`src/rtl/axis_credit_gater_if.sv`:
```
// AXI-Stream bundle shared by the input and output sides of the credit gater.
interface axis_credit_gater_if #(
    parameter int BYTES     = 1,
    parameter int USER_BITS = 1
);
    logic                   tvalid;
    logic                   tready;
    logic                   tlast;
    logic [8*BYTES-1:0]     tdata;
    logic [USER_BITS-1:0]   tuser;

    modport master (output tvalid, output tlast, output tdata, output tuser, input tready);
    modport slave  (input tvalid, input tlast, input tdata, input tuser, output tready);
endinterface

```
`src/rtl/axis_credit_gater.sv`:
```
// Credit-based whole-packet gate for AXI-Stream. Each deposited credit admits
// one packet; with no credit the gate either stalls the source or discards
// whole packets. Payload is combinational pass-through, only the handshake is gated.
module axis_credit_gater #(
    parameter int AXIS_BYTES     = 1,
    parameter int AXIS_USER_BITS = 1,
    parameter int CREDIT_BITS    = 8,
    parameter int COUNT_BITS     = 16,
    parameter int DROP_MODE      = 0
) (
    input  logic                    clk,
    input  logic                    aresetn,
    input  logic                    c_valid,
    output logic                    c_ready,
    input  logic [CREDIT_BITS-1:0]  c_credits,
    input  logic                    c_clear,
    output logic [CREDIT_BITS-1:0]  credit,
    output logic [COUNT_BITS-1:0]   drop_count,
    output logic                    in_packet,
    axis_credit_gater_if.slave      axis_i,
    axis_credit_gater_if.master     axis_o
);

    localparam logic [CREDIT_BITS-1:0] CREDIT_MAX = '1;
    localparam logic [COUNT_BITS-1:0]  COUNT_MAX  = '1;
    localparam bit                     DROP_EN    = (DROP_MODE != 0);

    typedef enum logic [1:0] {
        SM_IDLE = 2'd0,
        SM_PASS = 2'd1,
        SM_DROP = 2'd2
    } state_t;

    state_t                  r_state;
    state_t                  w_state_nxt;
    logic [CREDIT_BITS-1:0]  r_credit;
    logic [CREDIT_BITS-1:0]  w_credit_nxt;
    logic [CREDIT_BITS:0]    w_credit_sum;
    logic [COUNT_BITS-1:0]   r_drop_count;
    logic [COUNT_BITS-1:0]   w_drop_nxt;
    logic                    w_has_credit;
    logic                    w_o_tvalid;
    logic                    w_i_tready;
    logic                    w_in_hs;
    logic                    w_deposit;
    logic                    w_consume;
    logic                    w_drop_first;

    // Payload fields are never gated.
    assign axis_o.tdata = axis_i.tdata[8*AXIS_BYTES-1:0];
    assign axis_o.tuser = axis_i.tuser[AXIS_USER_BITS-1:0];
    assign axis_o.tlast = axis_i.tlast;

    assign w_has_credit = (r_credit != '0);
    assign w_in_hs      = axis_i.tvalid && w_i_tready;
    assign w_deposit    = c_valid && c_ready;
    assign w_consume    = (r_state == SM_IDLE) && w_has_credit && w_in_hs;
    assign w_drop_first = DROP_EN && (r_state == SM_IDLE) && !w_has_credit && w_in_hs;

    assign c_ready      = (r_credit != CREDIT_MAX);
    assign credit       = r_credit;
    assign drop_count   = r_drop_count;
    assign in_packet    = (r_state != SM_IDLE);
    assign axis_o.tvalid = w_o_tvalid;
    assign axis_i.tready = w_i_tready;

    // State register: reset lands at a packet boundary.
    always_ff @(posedge clk or negedge aresetn) begin
        if (!aresetn) begin
            r_state <= SM_IDLE;
        end else begin
            r_state <= w_state_nxt;
        end
    end

    // Next state: leave IDLE on a non-last first beat, return on the last beat.
    always_comb begin
        w_state_nxt = r_state;
        case (r_state)
            SM_IDLE: begin
                if (w_in_hs && !axis_i.tlast) begin
                    if (w_has_credit) begin
                        w_state_nxt = SM_PASS;
                    end else if (DROP_EN) begin
                        w_state_nxt = SM_DROP;
                    end
                end
            end
            SM_PASS, SM_DROP: begin
                if (w_in_hs && axis_i.tlast) begin
                    w_state_nxt = SM_IDLE;
                end
            end
            default: w_state_nxt = SM_IDLE;
        endcase
    end

    // Handshake gating: pass-through, stall, or sink depending on state and credit.
    always_comb begin
        w_o_tvalid = 1'b0;
        w_i_tready = 1'b0;
        case (r_state)
            SM_IDLE: begin
                if (w_has_credit) begin
                    w_o_tvalid = axis_i.tvalid;
                    w_i_tready = axis_o.tready;
                end else if (DROP_EN) begin
                    w_i_tready = 1'b1;
                end
            end
            SM_PASS: begin
                w_o_tvalid = axis_i.tvalid;
                w_i_tready = axis_o.tready;
            end
            SM_DROP: begin
                w_i_tready = 1'b1;
            end
            default: begin
                w_o_tvalid = 1'b0;
                w_i_tready = 1'b0;
            end
        endcase
    end

    // Credit next value: one extra bit catches overflow before saturation; clear wins.
    always_comb begin
        w_credit_sum = {1'b0, r_credit}
                     - {{CREDIT_BITS{1'b0}}, w_consume}
                     + (w_deposit ? {1'b0, c_credits} : {(CREDIT_BITS+1){1'b0}});
        if (c_clear) begin
            w_credit_nxt = '0;
        end else if (w_credit_sum[CREDIT_BITS]) begin
            w_credit_nxt = CREDIT_MAX;
        end else begin
            w_credit_nxt = w_credit_sum[CREDIT_BITS-1:0];
        end
    end

    // Drop counter next value: saturating count of discarded packets.
    always_comb begin
        w_drop_nxt = r_drop_count;
        if (w_drop_first && (r_drop_count != COUNT_MAX)) begin
            w_drop_nxt = r_drop_count + COUNT_BITS'(1);
        end
    end

    // Credit and drop-count registers.
    always_ff @(posedge clk or negedge aresetn) begin
        if (!aresetn) begin
            r_credit     <= '0;
            r_drop_count <= '0;
        end else begin
            r_credit     <= w_credit_nxt;
            r_drop_count <= w_drop_nxt;
        end
    end

endmodule
```
`src/flat_wrapper.sv`:
```
// flat-port wrapper written by rule: the top's interface ports become plain ports
module axis_credit_gater_flat 
#(
    parameter int AXIS_BYTES     = 1,
    parameter int AXIS_USER_BITS = 1,
    parameter int CREDIT_BITS    = 8,
    parameter int COUNT_BITS     = 16,
    parameter int DROP_MODE      = 0
)
  (clk, aresetn, c_valid, c_ready, c_credits, c_clear, credit, drop_count, in_packet, axis_i_tvalid, axis_i_tlast, axis_i_tdata, axis_i_tuser, axis_i_tready, axis_o_tvalid, axis_o_tlast, axis_o_tdata, axis_o_tuser, axis_o_tready);
  axis_credit_gater_if axis_i_i ();
  axis_credit_gater_if axis_o_i ();
  input  logic clk;
  input  logic aresetn;
  input  logic c_valid;
  output logic c_ready;
  input  logic [CREDIT_BITS-1:0] c_credits;
  input  logic c_clear;
  output logic [CREDIT_BITS-1:0] credit;
  output logic [COUNT_BITS-1:0] drop_count;
  output logic in_packet;
  input wire logic [$bits(axis_i_i.tvalid)-1:0] axis_i_tvalid;
  input wire logic [$bits(axis_i_i.tlast)-1:0] axis_i_tlast;
  input wire logic [$bits(axis_i_i.tdata)-1:0] axis_i_tdata;
  input wire logic [$bits(axis_i_i.tuser)-1:0] axis_i_tuser;
  output wire logic [$bits(axis_i_i.tready)-1:0] axis_i_tready;
  output wire logic [$bits(axis_o_i.tvalid)-1:0] axis_o_tvalid;
  output wire logic [$bits(axis_o_i.tlast)-1:0] axis_o_tlast;
  output wire logic [$bits(axis_o_i.tdata)-1:0] axis_o_tdata;
  output wire logic [$bits(axis_o_i.tuser)-1:0] axis_o_tuser;
  input wire logic [$bits(axis_o_i.tready)-1:0] axis_o_tready;
  assign axis_i_i.tvalid = axis_i_tvalid;
  assign axis_i_i.tlast = axis_i_tlast;
  assign axis_i_i.tdata = axis_i_tdata;
  assign axis_i_i.tuser = axis_i_tuser;
  assign axis_i_tready = axis_i_i.tready;
  assign axis_o_tvalid = axis_o_i.tvalid;
  assign axis_o_tlast = axis_o_i.tlast;
  assign axis_o_tdata = axis_o_i.tdata;
  assign axis_o_tuser = axis_o_i.tuser;
  assign axis_o_i.tready = axis_o_tready;
  axis_credit_gater #(.AXIS_BYTES(AXIS_BYTES), .AXIS_USER_BITS(AXIS_USER_BITS), .CREDIT_BITS(CREDIT_BITS), .COUNT_BITS(COUNT_BITS), .DROP_MODE(DROP_MODE)) u_core (.clk(clk), .aresetn(aresetn), .c_valid(c_valid), .c_ready(c_ready), .c_credits(c_credits), .c_clear(c_clear), .credit(credit), .drop_count(drop_count), .in_packet(in_packet), .axis_i(axis_i_i), .axis_o(axis_o_i));
endmodule
```
`config.mk`:
```
export PLATFORM = sky130hd
export DESIGN_NAME = axis_credit_gater_flat
export DESIGN_NICKNAME = d
export VERILOG_FILES = /design/src/rtl/axis_credit_gater_if.sv /design/src/rtl/axis_credit_gater.sv /design/src/flat_wrapper.sv
export SDC_FILE = /design/constraint.sdc
export NUM_CORES = 1
export LEC_CHECK = 0
export BUFFER_PORTS_ARGS = -buffer_cell sky130_fd_sc_hd__buf_2
export CELL_PAD_IN_SITES_DETAIL_PLACEMENT = 1
export CELL_PAD_IN_SITES_GLOBAL_PLACEMENT = 1
export CORE_MARGIN = 10
export CORE_UTILIZATION = 30
export DETAILED_ROUTE_END_ITERATION = 8
export HOLD_SLACK_MARGIN = 0.12
export PLACE_DENSITY_LB_ADDON = 0.08
export SYNTH_ARGS = -nofsm -noshare
export SYNTH_HDL_FRONTEND = slang
export SYNTH_SLANG_ARGS = --single-unit
```
`constraint.sdc`:
```
create_clock -name clk -period 3.68 [get_ports clk]
set_clock_uncertainty 0.1 [all_clocks]
set_input_delay 0.92 -clock clk [delete_from_list [all_inputs] [get_ports clk]]
set_output_delay 0.92 -clock clk [all_outputs]
set_load 0.03 [all_outputs]
```
; ---- Yosys cells after proc, flatten, opt, wreduce, memory -nomap -nowiden
; Cells that the tools add are included.
[totals]
register_bits = 10
in_bits = 24
out_inout_bits = 38
word_cells = 33
[classes]
addsub = 2
eq_ne = 6
n_mux = 11
reduce_logical = 12
[op_table]
columns = cell, n
row1 = 8-bit two-way mux, 3
row2 = 9-bit adder, 1
row3 = 8-bit by 1-bit subtractor with 9-bit output, 1
row4 = 8-bit != test (second input constant), 1
row5 = 8-bit nonzero test, 1
row6 = 1-bit logical AND, 6
row7 = 2-bit two-way mux, 3
row8 = 2-bit by 1-bit != test with 1-bit output (second input constant), 2
row9 = 2-bit one-hot mux with 2 select lines, 1
row10 = 1-bit one-hot mux with 3 select lines, 1
row11 = 3-bit AND reduction, 1
row12 = 2-bit by 1-bit equality test with 1-bit output (second input constant), 1
row13 = 2-bit equality test (second input constant), 1
row14 = 2-bit zero test, 1
row15 = 1-bit two-way mux, 2
row16 = 2-bit != test (second input constant), 1
row17 = 1-bit one-hot mux with 2 select lines, 1
row18 = 2-bit nonzero test, 1
row19 = 2-bit OR reduction, 1
row20 = 1-bit zero test, 1

; ---- Longest topological paths before layout
; Gate-level depths: netlist of the first run.
[logic_depth]
depth_word = 9
ltp_mapped = 12

; ---- Least setup slack after synthesis of the first run
; OpenSTA, ideal clock, no wires.
[synth_timing]
path_type = register to register
from = register u_core.r_credit[3] (netlist: u_core.credit[3])
to = register u_core.r_credit[7] (netlist: u_core.credit[7])
setup_ns = 0.142
arrival_time_ns = 2.988
t_required_ns = 3.438
path_slack_ns = 0.450
stages_incl_launch_ff = 13
path_buffers = 1
period_less_slack_ns = 3.230
path_cell_list = dfrtp_1 nand4_1 or4_4 and2_4 buf_6 nand2_1 ha_1 inv_1 fa_1 a211oi_1 o21a_1 o311a_4 a41oi_1
[synth_lines]
columns = element, line_no
row1 = from (decl), axis_credit_gater.sv:36  ; logic [CREDIT_BITS-1:0] r_credit;
row2 = from (signal assigned), axis_credit_gater.sv:153  ; r_credit <= w_credit_nxt;
row3 = 8-bit != test, axis_credit_gater.sv:60  ; assign c_ready = (r_credit != CREDIT_MAX);
row4 = via c_ready, flat_wrapper.sv:16  ; output logic c_ready;
row5 = 1-bit logical AND, axis_credit_gater.sv:56  ; assign w_deposit = c_valid && c_ready;
row6 = 8-bit two-way mux, axis_credit_gater.sv:129  ; + (w_deposit ? {1'b0, c_credits} : {(CREDIT_BITS+1){1'b0}});
row7 = 9-bit adder, axis_credit_gater.sv:129
row8 = 8-bit two-way mux, axis_credit_gater.sv:132  ; end else if (w_credit_sum[CREDIT_BITS]) begin
row9 = 8-bit two-way mux, axis_credit_gater.sv:130  ; if (c_clear) begin
row10 = via u_core.w_credit_nxt[7], axis_credit_gater.sv:37  ; logic [CREDIT_BITS-1:0] w_credit_nxt;
; The timed path passes the listed nets, and every way through them passes these cells.
; A chain may end at the register's enable or synchronous reset.

; ---- Final worst setup path of the first run
[layout_timing]
from = register u_core.r_credit[3] (netlist: u_core.credit[3])
to = register u_core.r_credit[7] (netlist: u_core.credit[7])
[layout_via]
elab_chain_cells = 9
[layout_lines]
columns = element, line_no
row1 = 8-bit nonzero test, axis_credit_gater.sv:54  ; assign w_has_credit = (r_credit != '0);
row2 = 1-bit two-way mux, axis_credit_gater.sv:104  ; if (w_has_credit) begin
row3 = 1-bit one-hot mux with 3 select lines, axis_credit_gater.sv:102  ; case (r_state)
row4 = 1-bit logical AND, axis_credit_gater.sv:55  ; assign w_in_hs = axis_i.tvalid && w_i_tready;
row5 = 1-bit logical AND, axis_credit_gater.sv:57  ; assign w_consume = (r_state == SM_IDLE) && w_has_credit && w_in_hs;
row6 = 8-bit by 1-bit subtractor with 9-bit output, axis_credit_gater.sv:128  ; - {{CREDIT_BITS{1'b0}}, w_consume}
row7 = 9-bit adder *, axis_credit_gater.sv:129
row8 = 8-bit two-way mux *, axis_credit_gater.sv:132
row9 = 8-bit two-way mux *, axis_credit_gater.sv:130
row10 = via u_core.w_credit_nxt[7], axis_credit_gater.sv:37
; Mark *: on every way through the listed nets, which the timed path passes. The rest lies on a longest branch.

==> results of run 1 <==
==> sequential cells by signal (all words and copies together), names as in the netlist <==
name	cells
u_core.credit	8
u_core.r_state	1
==> per-stage QoR <==
step	std cells	utilization [%]	hold WS (ns)
floorplan	159	-	0.524
global placement	206	32.6	0.441
detailed placement	206	32.6	0.451
CTS	210	33.8	0.439
global route	210	33.8	0.441
finish	210	33.8	0.432
==> report_power, final <==
group / internal [uW] / switching [uW] / leakage (uW)
Sequential: 147 / 46.4 / 0.000110
Clock: 75.2 / 35.7 / 0.0000228
Combinational: 362 / 567 / 0.000535
Total: 584 / 649 / 0.000667
==> final cells by class <==
type                       instances  share of cell area (%)
tap                               48                    4.81
multi-input combinational         95                    54.6
sequential                         9                    18.1
clock buffer                       4                    3.61
inverter                          27                    8.12
timing repair buffer              27                    10.8
==> worst max-delay path: stages, from the launching register on <==
cell and delay, ns:
dfrtp_1 0.41, nand4_1 0.12, or4_4 0.50, and2_4 0.21, nand2_1 0.08, ha_1 0.22, inv_1 0.11, ha_1 0.25
a211oi_1 0.36, o21ai_0 0.23, o31ai_1 0.26, a41oi_1 0.14
==> per-layer routing <==
metal	track usage, %	part of all wire (%)	vias up
li1	-	-	479
met3	2.38	8.1	4
met4	4.59	0.97	0
met5	0	0	-
met1	10.6	42	415
met2	13.9	49	27
==> path summary, 6_finish.rpt <==
| check | from | endpoint | slack, ns | cells after the start |
|---|---|---|---|---|
| worst max register to register | u_core.credit[3] | u_core.credit[7] | 0.54 | 11 |
| worst min-delay path | aresetn | u_core.credit[3] | 0.43 | 1 |
| max in group asynchronous | aresetn | u_core.r_state[0] | 2.88 | 1 |
| min in group clk | u_core.r_state[0] | u_core.r_state[0] | 0.45 | 2 |
| worst min register to register | u_core.r_state[0] | u_core.r_state[0] | 0.45 | 2 |
| worst max-delay path | u_core.credit[3] | u_core.credit[7] | 0.54 | 11 |
==> logic make-up (layout without fill, tap and decap cells) <==
| kind of cell | after synthesis | in the layout | synth area share [%] |
|---|---|---|---|
| DFF | 9 | 9 | 19.4 |
| xor gates and xnor gates | 5 | 5 | 3.77 |
| buffers and inverters | 55 | 58 | 26.8 |
| adders and majority gates | 17 | 17 | 19.0 |
| other | 1 | 16 | 0.323 |
| and+or+nand+nor | 25 | 25 | 11.9 |
| AOI/OAI and AO/OA | 32 | 32 | 18.9 |
==> cell usage in the layout (no fill, tap or decap), types with 2 or more instances in the layout <==
master	Yosys	final
nand2_2	2	2
buf_2	0	27
o21ai_0	4	4
nand2_1	8	8
conb_1	1	16
nor4_1	2	2
xor2_1	2	2
nor2_1	3	3
ha_1	16	16
a211oi_1	3	3
dfrtp_1	9	9
o211ai_1	3	3
xnor2_1	3	3
a21oi_1	12	12
clkbuf_8	0	3
nor2b_1	3	3
a21o_1	2	2
nand3_1	2	2
inv_1	27	27
==> metrics.md, run 1 <==
| Metric | Value |
|---|---|
| Post-CTS setup buffers | `0` |
| Final cycle utilization of the critical path | `85.3%` |
| Fraction of registers with async set/reset | `100%` |
| Max capacitance violation total | `0` |
| DP HPWL | `2.71 mm` |
| Largest net degree at the start of global routing | `10` |
| Final Hold Vio Count | `0` |
| Initial drt markers | `20` |
| Final setup fails | `0` |
| Pre-CTS WS | `0.398 ns` |
| Post-Route Setup TNS | `0 ns` |
| Count of pins over their slew limit | `0` |
| Clk slew on worst S/H paths | `0.04 ns` |
| Final ANT Viol Nets | `0` |
| Clock Tree Root | `clkbuf_8` |
| Top FF cell, synth | `dfrtp_1` |
| Syn Inst Count | `144` |
| Area growth, synth to finish | `7.44%` |
| Clock latency on the worst-skew pair | `0.23 ns` |
| Hold Path Class | `primary input to asynchronous set/reset pin` |
| Tot Pwr | `1230 uW` |
| Status | `finished, final reports clean` |
| Grt ovf | `0` |
| Rows | `22` |
| Vias in the first global route | `961` |
| Fmax | `0.319 GHz` |
| Die ar. | `6760 um2` |
| Yosys reg bits | `9` |
| CTS Buffer Depth | `2` |
| EDFF count, synth | `0` |
| Most instantiated cells after synthesis | `27 x inv_1, 26 x buf_4, 16 x ha_1, 12 x a21oi_1, 9 x dfrtp_1` |
| Yosys Warn Count | `0` |
| Leak | `0.000667 uW` |
| Vias | `925` |
| Worst-path fanout max | `7` |
| Max IR drop VDD | `289 uV` |
| Area share of the largest cell type after synthesis | `19.4%` |
| Syn avg cell area | `8.06 um2` |
| Cell Area, Synth | `1160 um2` |
| Design area | `1250 um2` |
| Worst setup EP type | `register` |
| Port bufs | `27` |
| H-tree lvl count | `1` |
| Starting Density | `31.5%` |
| CTS tree | `done` |
| Die Height | `82.2 um` |
| CP arrival | `3.13 ns` |
| PD cells | `989 nW/um2` |
| Antenna violations before repair | `0` |
| First-pass GRT wire length | `4.68 mm` |
| Vias/cell | `4.40` |
| Count leader, synth | `inv_1` |
| GRT Util Overall | `8.79%` |
| Classification of the worst setup path | `register to register` |
| Cell variety after synth | `34` |
| Nets@finish | `204` |
| Antenna fix cells | `0` |
| Register Area | `225 um2` |
| Share of layout cells above drive strength 1 | `22.2%` |
| Top post-synthesis cells by area | `dfrtp_1 19%, ha_1 17%, buf_4 17%` |
| First-pass DRT Iterations | `4` |
| Fill count | `490` |
| Unrepaired setup endpoints after global routing | `false` |
| Critical Path RT | `3.67 ns` |
| CTS Hold Bufs | `0` |
| Die X | `82.2 um` |
| Fin crit period | `3.14 ns` |
| Cell taking the most area after synthesis | `dfrtp_1` |
| DRC Markers | `0` |
| CTS Sinks | `9` |
| Area of the multi-input gates | `681 um2` |
| # resized after CTS | `0` |
| Cell Area, Placed | `1200 um2` |
| GPL Wtd Cong | `0.806` |
| TritonCTS buffer count | `3` |
| WL per Instance | `14.2 um` |
| CORE AREA | `3690 um2` |
| Setup ws final | `0.542 ns` |
| Sequential fraction of the synthesis area | `19.4%` |
| WL final | `2.98 mm` |
| Crit start category | `register` |
| IO Pins | `62` |
Note: power is estimated with default switching activity, not from simulation.
==> inputs of run 2 (changes only) <==
Settings changed: CORE_UTILIZATION 30 to 28.
Clock period 3.68 ns to 2.8 ns, I/O delays scaled along.
==> run 2 against run 1 <==
Net effect: the run now ends with negative setup slack left; sequential power grew 41%; maximum frequency is 7.4% higher; flip-flop and latch count did not move; final cell count grew 15%; critical path depth increased by 1; via count rose by 19%; count of clock-buffer cells in the layout unchanged; die area increased by 5.4%; combinational power is 120% higher; first-iteration DRC count rose by 60%; wire length is 29% higher; critical path type unchanged.
==> metrics.md, run 2 (synthesized netlist as in run 1, its figures left out) <==
| Metric | Value |
|---|---|
| Hold Path Class | `primary input to asynchronous set/reset pin` |
| Grt ovf | `0` |
| Most frequent cells in the layout | `30 x buf_4, 27 x buf_2, 21 x inv_1` |
| Share of layout cells above drive strength 1 | `57.8%` |
| Worst reg2reg setup slack | `-0.12 ns` |
| Final Hold Vio Count | `0` |
| Max IR drop VDD | `609 uV` |
| Die X | `84.4 um` |
| Design area | `1720 um2` |
| Fill count | `493` |
| GPL Wtd Cong | `0.871` |
| Worst-path fanout max | `8` |
| Clock Tree Root | `clkbuf_8` |
| Port bufs | `27` |
| FF-to-FF End | `u_core.credit[0]` |
| Fin crit period | `2.92 ns` |
| First-pass GRT wire length | `5.93 mm` |
| Initial drt markers | `32` |
| PD cells | `1430 nW/um2` |
| Antenna violations before repair | `0` |
| Count of pins over their slew limit | `0` |
| Failing checks | `negative setup slack` |
| CTS Buffer Depth | `2` |
| Vias | `1102` |
| CTS Hold Bufs | `0` |
| DP HPWL | `3.19 mm` |
| WL per Instance | `15.8 um` |
| Clk slew on worst S/H paths | `0.05 ns` |
| Rows | `23` |
| H-tree lvl count | `1` |
| Fmax | `0.342 GHz` |
| Nets@finish | `234` |
| R2r worst-path depth | `12` |
| Final cycle utilization of the critical path | `104%` |
| Classification of the worst setup path | `register to register` |
| CORE AREA | `4000 um2` |
| Tot Pwr | `2470 uW` |
| Starting Density | `29.0%` |
| Worst setup EP type | `register` |
| Area growth, synth to finish | `48.4%` |
| CTS tree | `done` |
| CTS Sinks | `9` |
| Clock latency on the worst-skew pair | `0.23 ns` |
| First-pass DRT Iterations | `4` |
| Fin util | `43.1%` |
| TritonCTS buffer count | `3` |
| GRT Util Overall | `9.98%` |
| Max capacitance violation total | `0` |
| CP arrival | `2.97 ns` |
| Largest net degree at the start of global routing | `10` |
| Leak | `0.000817 uW` |
| Critical Path RT | `2.85 ns` |
| Final setup fails | `8` |
| Vias in the first global route | `1148` |
| Die ar. | `7120 um2` |
| DRC Markers | `0` |
| Setup ws final | `-0.120 ns` |
| Cell Area, Placed | `1420 um2` |
| WL final | `3.83 mm` |
| Vias/cell | `4.55` |
| R2R Path Start | `u_core.credit[1]` |
| Antenna fix cells | `0` |
| Die Height | `84.4 um` |
| Unrepaired setup endpoints after global routing | `true` |
| Most common cell after layout, fill and taps aside | `buf_4` |
| IO Pins | `62` |
| Crit start category | `register` |
| Status | `finished with violations` |
| Final ANT Viol Nets | `0` |
| Max reg flops | `8` |
## run 2: cell types whose count changed in the layout (fill, tap and decap cells not counted), moves of 7 or more
cell	previous run	this run
ha_4	0	10
dfrtp_1	9	1
dfrtp_2	0	8
ha_1	16	6
a21oi_2	0	7
buf_4	0	30
a21oi_1	12	5
## run 2: timing repair
item,in CTS,in global routing
pin swaps,8,16
setup buffers,6,8
setup endpoints to repair,8,8
gates resized for setup,9,20
## run 2: per-stage QoR
step	hold slack [ns]	setup TNS (ns)	instances	worst slack, ns
finish	0.220	-0.816	242	-0.120
global route	0.226	-1.91	242	-0.260
floorplan	0.304	-0.845	159	-0.137
global placement	0.450	-1.04	224	-0.166
detailed placement	0.464	-1.38	224	-0.208
CTS	0.222	-0.857	234	-0.124
## run 2: worst max path at each step
stage	from	end	slack, ns	cells after the start
after floorplan	u_core.credit[6]	u_core.credit[7]	-0.14	12
after global placement	u_core.credit[5]	u_core.credit[7]	-0.17	12
after detailed placement	u_core.credit[0]	u_core.credit[7]	-0.21	12
after CTS	u_core.credit[3]	u_core.credit[7]	-0.12	12
after global routing	u_core.credit[3]	u_core.credit[7]	-0.26	12
final	u_core.credit[1]	u_core.credit[0]	-0.12	12
## run 2: final cells by class
cell class | instances | area (um2) | area share (%)
multi-input cells | 95 | 918 | 53.3
repair buffers | 57 | 360 | 20.9
flip-flops and latches | 9 | 235 | 13.7
inverters | 27 | 101 | 5.88
well taps | 50 | 62.6 | 3.63
clock buffers | 4 | 45.0 | 2.61
## run 2: per-layer routing
layer	GRT usage [%]	up-vias	wire, um
met5	0	-	0
met4	2.25	0	8
met1	11.8	525	1600
li1	-	534	-
met2	16.2	41	1860
met3	4.44	2	360
## run 2: power by group
part / total [uW] / internal, uW / leakage, uW / switching, uW
combinational: 2040 / 987 / 0.000694 / 1050
sequential: 272 / 204 / 0.000100 / 68.8
clock: 151 / 99.3 / 0.0000228 / 52.1
total: 2470 / 1290 / 0.000817 / 1180
## run 2: critical path, stage by stage (launching register included)
cell and delay, ns:
dfrtp_2 0.40, nand4_1 0.10, or4_4 0.55, and2_4 0.20, nand2_4 0.07, ha_4 0.12, inv_2 0.04, fa_2 0.39
a211oi_4 0.24, buf_4 0.15, o211ai_1 0.09, o311a_4 0.21, a21oi_1 0.18
==> inputs of run 3 (changes only) <==
Settings changed: SKIP_CTS_REPAIR_TIMING set to 1.
==> run 3 against run 2 <==
Net effect: the run still ends with negative setup slack left; via count is 4.2% lower; sequential share of layout area rose by 1.5 points; non-clock buffer count fell by 10; maximum frequency is 0.67% lower; count of clock-buffer cells in the layout did not move; flip-flop and latch count unchanged; total power decreased by 12%; global-route usage shrank 0.31 points; hold slack got worse by 0.0025 ns; sequential power is essentially flat; wire length down 6.2%; critical path type unchanged; largest cell class unchanged; largest power group unchanged.
==> metrics.md, run 3 (synthesized netlist as in run 1, its figures left out) <==
| Metric | Value |
|---|---|
| Classification of the worst setup path | `register to register` |
| CP arrival | `2.98 ns` |
| Final Hold Vio Count | `0` |
| Count of pins over their slew limit | `0` |
| Most common cell after layout, fill and taps aside | `buf_2` |
| DRC Markers | `0` |
| PD cells | `1390 nW/um2` |
| FF-to-FF End | `u_core.credit[7]` |
| Cells along the critical path | `nand2_1, or4_4, and2_4, nand2_1, ha_1, inv_1, ha_4, o211ai_1, o21a_1, o311a_4, a41oi_2` |
| Die ar. | `7120 um2` |
| R2r worst-path depth | `11` |
| Die X | `84.4 um` |
| Area growth, synth to finish | `33.9%` |
| H-tree lvl count | `1` |
| Leak | `0.000759 uW` |
| Die Height | `84.4 um` |
| TritonCTS buffer count | `3` |
| Crit start category | `register` |
| Clock Tree Root | `clkbuf_8` |
| Most used routing layer | `met2` |
| Delay of the slowest critical-path stage | `0.54 ns` |
| Worst path buffer plus inverter count | `1` |
| Met2 Use GR | `15.6%` |
| Clk slew on worst S/H paths | `0.05 ns` |
| Starting Density | `29.0%` |
| Vias/cell | `4.55` |
| Fmax | `0.340 GHz` |
| Rows | `23` |
| CTS Buffer Depth | `2` |
| Met3 Use GR | `4.44%` |
| Grt ovf | `0` |
| GRT Util Overall | `9.66%` |
| Vias in the first global route | `1130` |
| First-pass DRT Iterations | `4` |
| Hold Path Class | `primary input to asynchronous set/reset pin` |
| Most used cell, CP | `nand2_1` |
| Final setup fails | `8` |
| WL final | `3.59 mm` |
| CTS Sinks | `9` |
| WL per Instance | `15.5 um` |
| Clock latency on the worst-skew pair | `0.23 ns` |
| Worst-path fanout max | `8` |
| Share of layout cells above drive strength 1 | `47.3%` |
| Setup ws final | `-0.140 ns` |
| Critical Path RT | `2.84 ns` |
| Antenna fix cells | `0` |
| CORE AREA | `4000 um2` |
| Initial drt markers | `15` |
| Unrepaired setup endpoints after global routing | `true` |
| Design area | `1560 um2` |
| DP HPWL | `3.19 mm` |
| Most frequent cells in the layout | `27 x buf_2, 22 x inv_1, 20 x buf_4` |
| R2R Path Start | `u_core.credit[6]` |
| Final ANT Viol Nets | `0` |
| GPL Wtd Cong | `0.871` |
| Max IR drop VDD | `566 uV` |
| Nets@finish | `224` |
| IO Pins | `62` |
| Max reg flops | `8` |
| Status | `finished with violations` |
| Crit path depth | `11` |
| Port bufs | `27` |
| Worst setup EP type | `register` |
| Min Hold Slack | `0.217 ns` |
| Largest net degree at the start of global routing | `10` |
| Fin util | `38.9%` |
| Vias | `1056` |
| Worst path top cell family by delay | `compound AO/OA/AOI/OAI gates` |
| Final cycle utilization of the critical path | `105%` |
| Fin crit period | `2.94 ns` |
| Crit path from | `u_core.credit[6]` |
| Max capacitance violation total | `0` |
| Antenna violations before repair | `0` |
| Worst reg2reg setup slack | `-0.14 ns` |
| Cell Area, Placed | `1420 um2` |
| CP max-delay cell | `or4_4` |
| CTS tree | `done` |
| GR Layer Usage met1 | `11.4%` |
| Failing checks | `negative setup slack` |
| First-pass GRT wire length | `5.76 mm` |
-- run 3: final cells by class --
class                      count  area, um2
clock buffer                   4       45.0
multi-input combinational     95        826
sequential                     9        235
timing repair buffer          47        285
inverter                      27        101
tap                           50       62.6
fill                         508       2440
-- run 3: worst max-delay path by stage --
stage                       endpoint  slack (ns)
floorplan           u_core.credit[7]       -0.14
global placement    u_core.credit[7]       -0.17
detailed placement  u_core.credit[7]       -0.21
CTS                 u_core.credit[7]       -0.22
global route        u_core.credit[7]       -0.33
finish              u_core.credit[7]       -0.14
-- run 3: metrics by stage --
step | setup slack [ns] | power (uW) | cells | setup TNS, ns
finish | -0.140 | 2170 | 232 | -0.905
global route | -0.326 | 2380 | 232 | -2.14
CTS | -0.217 | 2050 | 228 | -1.43
detailed placement | -0.208 | 1900 | 224 | -1.38
global placement | -0.166 | 1850 | 224 | -1.04
floorplan | -0.137 | 1420 | 159 | -0.845
-- run 3: worst reg2reg max path: cells and delay by family (launching register included) --
kind	cells	cell delay [ns]
fa+ha+maj	2	0.43
compound gates	4	0.96
flops	1	0.40
buf+inv	1	0.06
simple gates	4	0.91
-- run 3: power by group --
group | internal (uW) | leakage [uW] | switching (uW)
combinational | 807 | 0.000636 | 935
sequential | 204 | 0.000100 | 71.2
clock | 99.3 | 0.0000228 | 51.9
total | 1110 | 0.000759 | 1060
-- run 3: layer usage --
layer  part of all wire (%)  up-vias  wire length [um]
met2                     46       37              1640
met3                    9.7        2               348
met1                     44      502              1590
li1                       -      515                 -
met4                   0.22        0                 8
met5                      0        -                 0
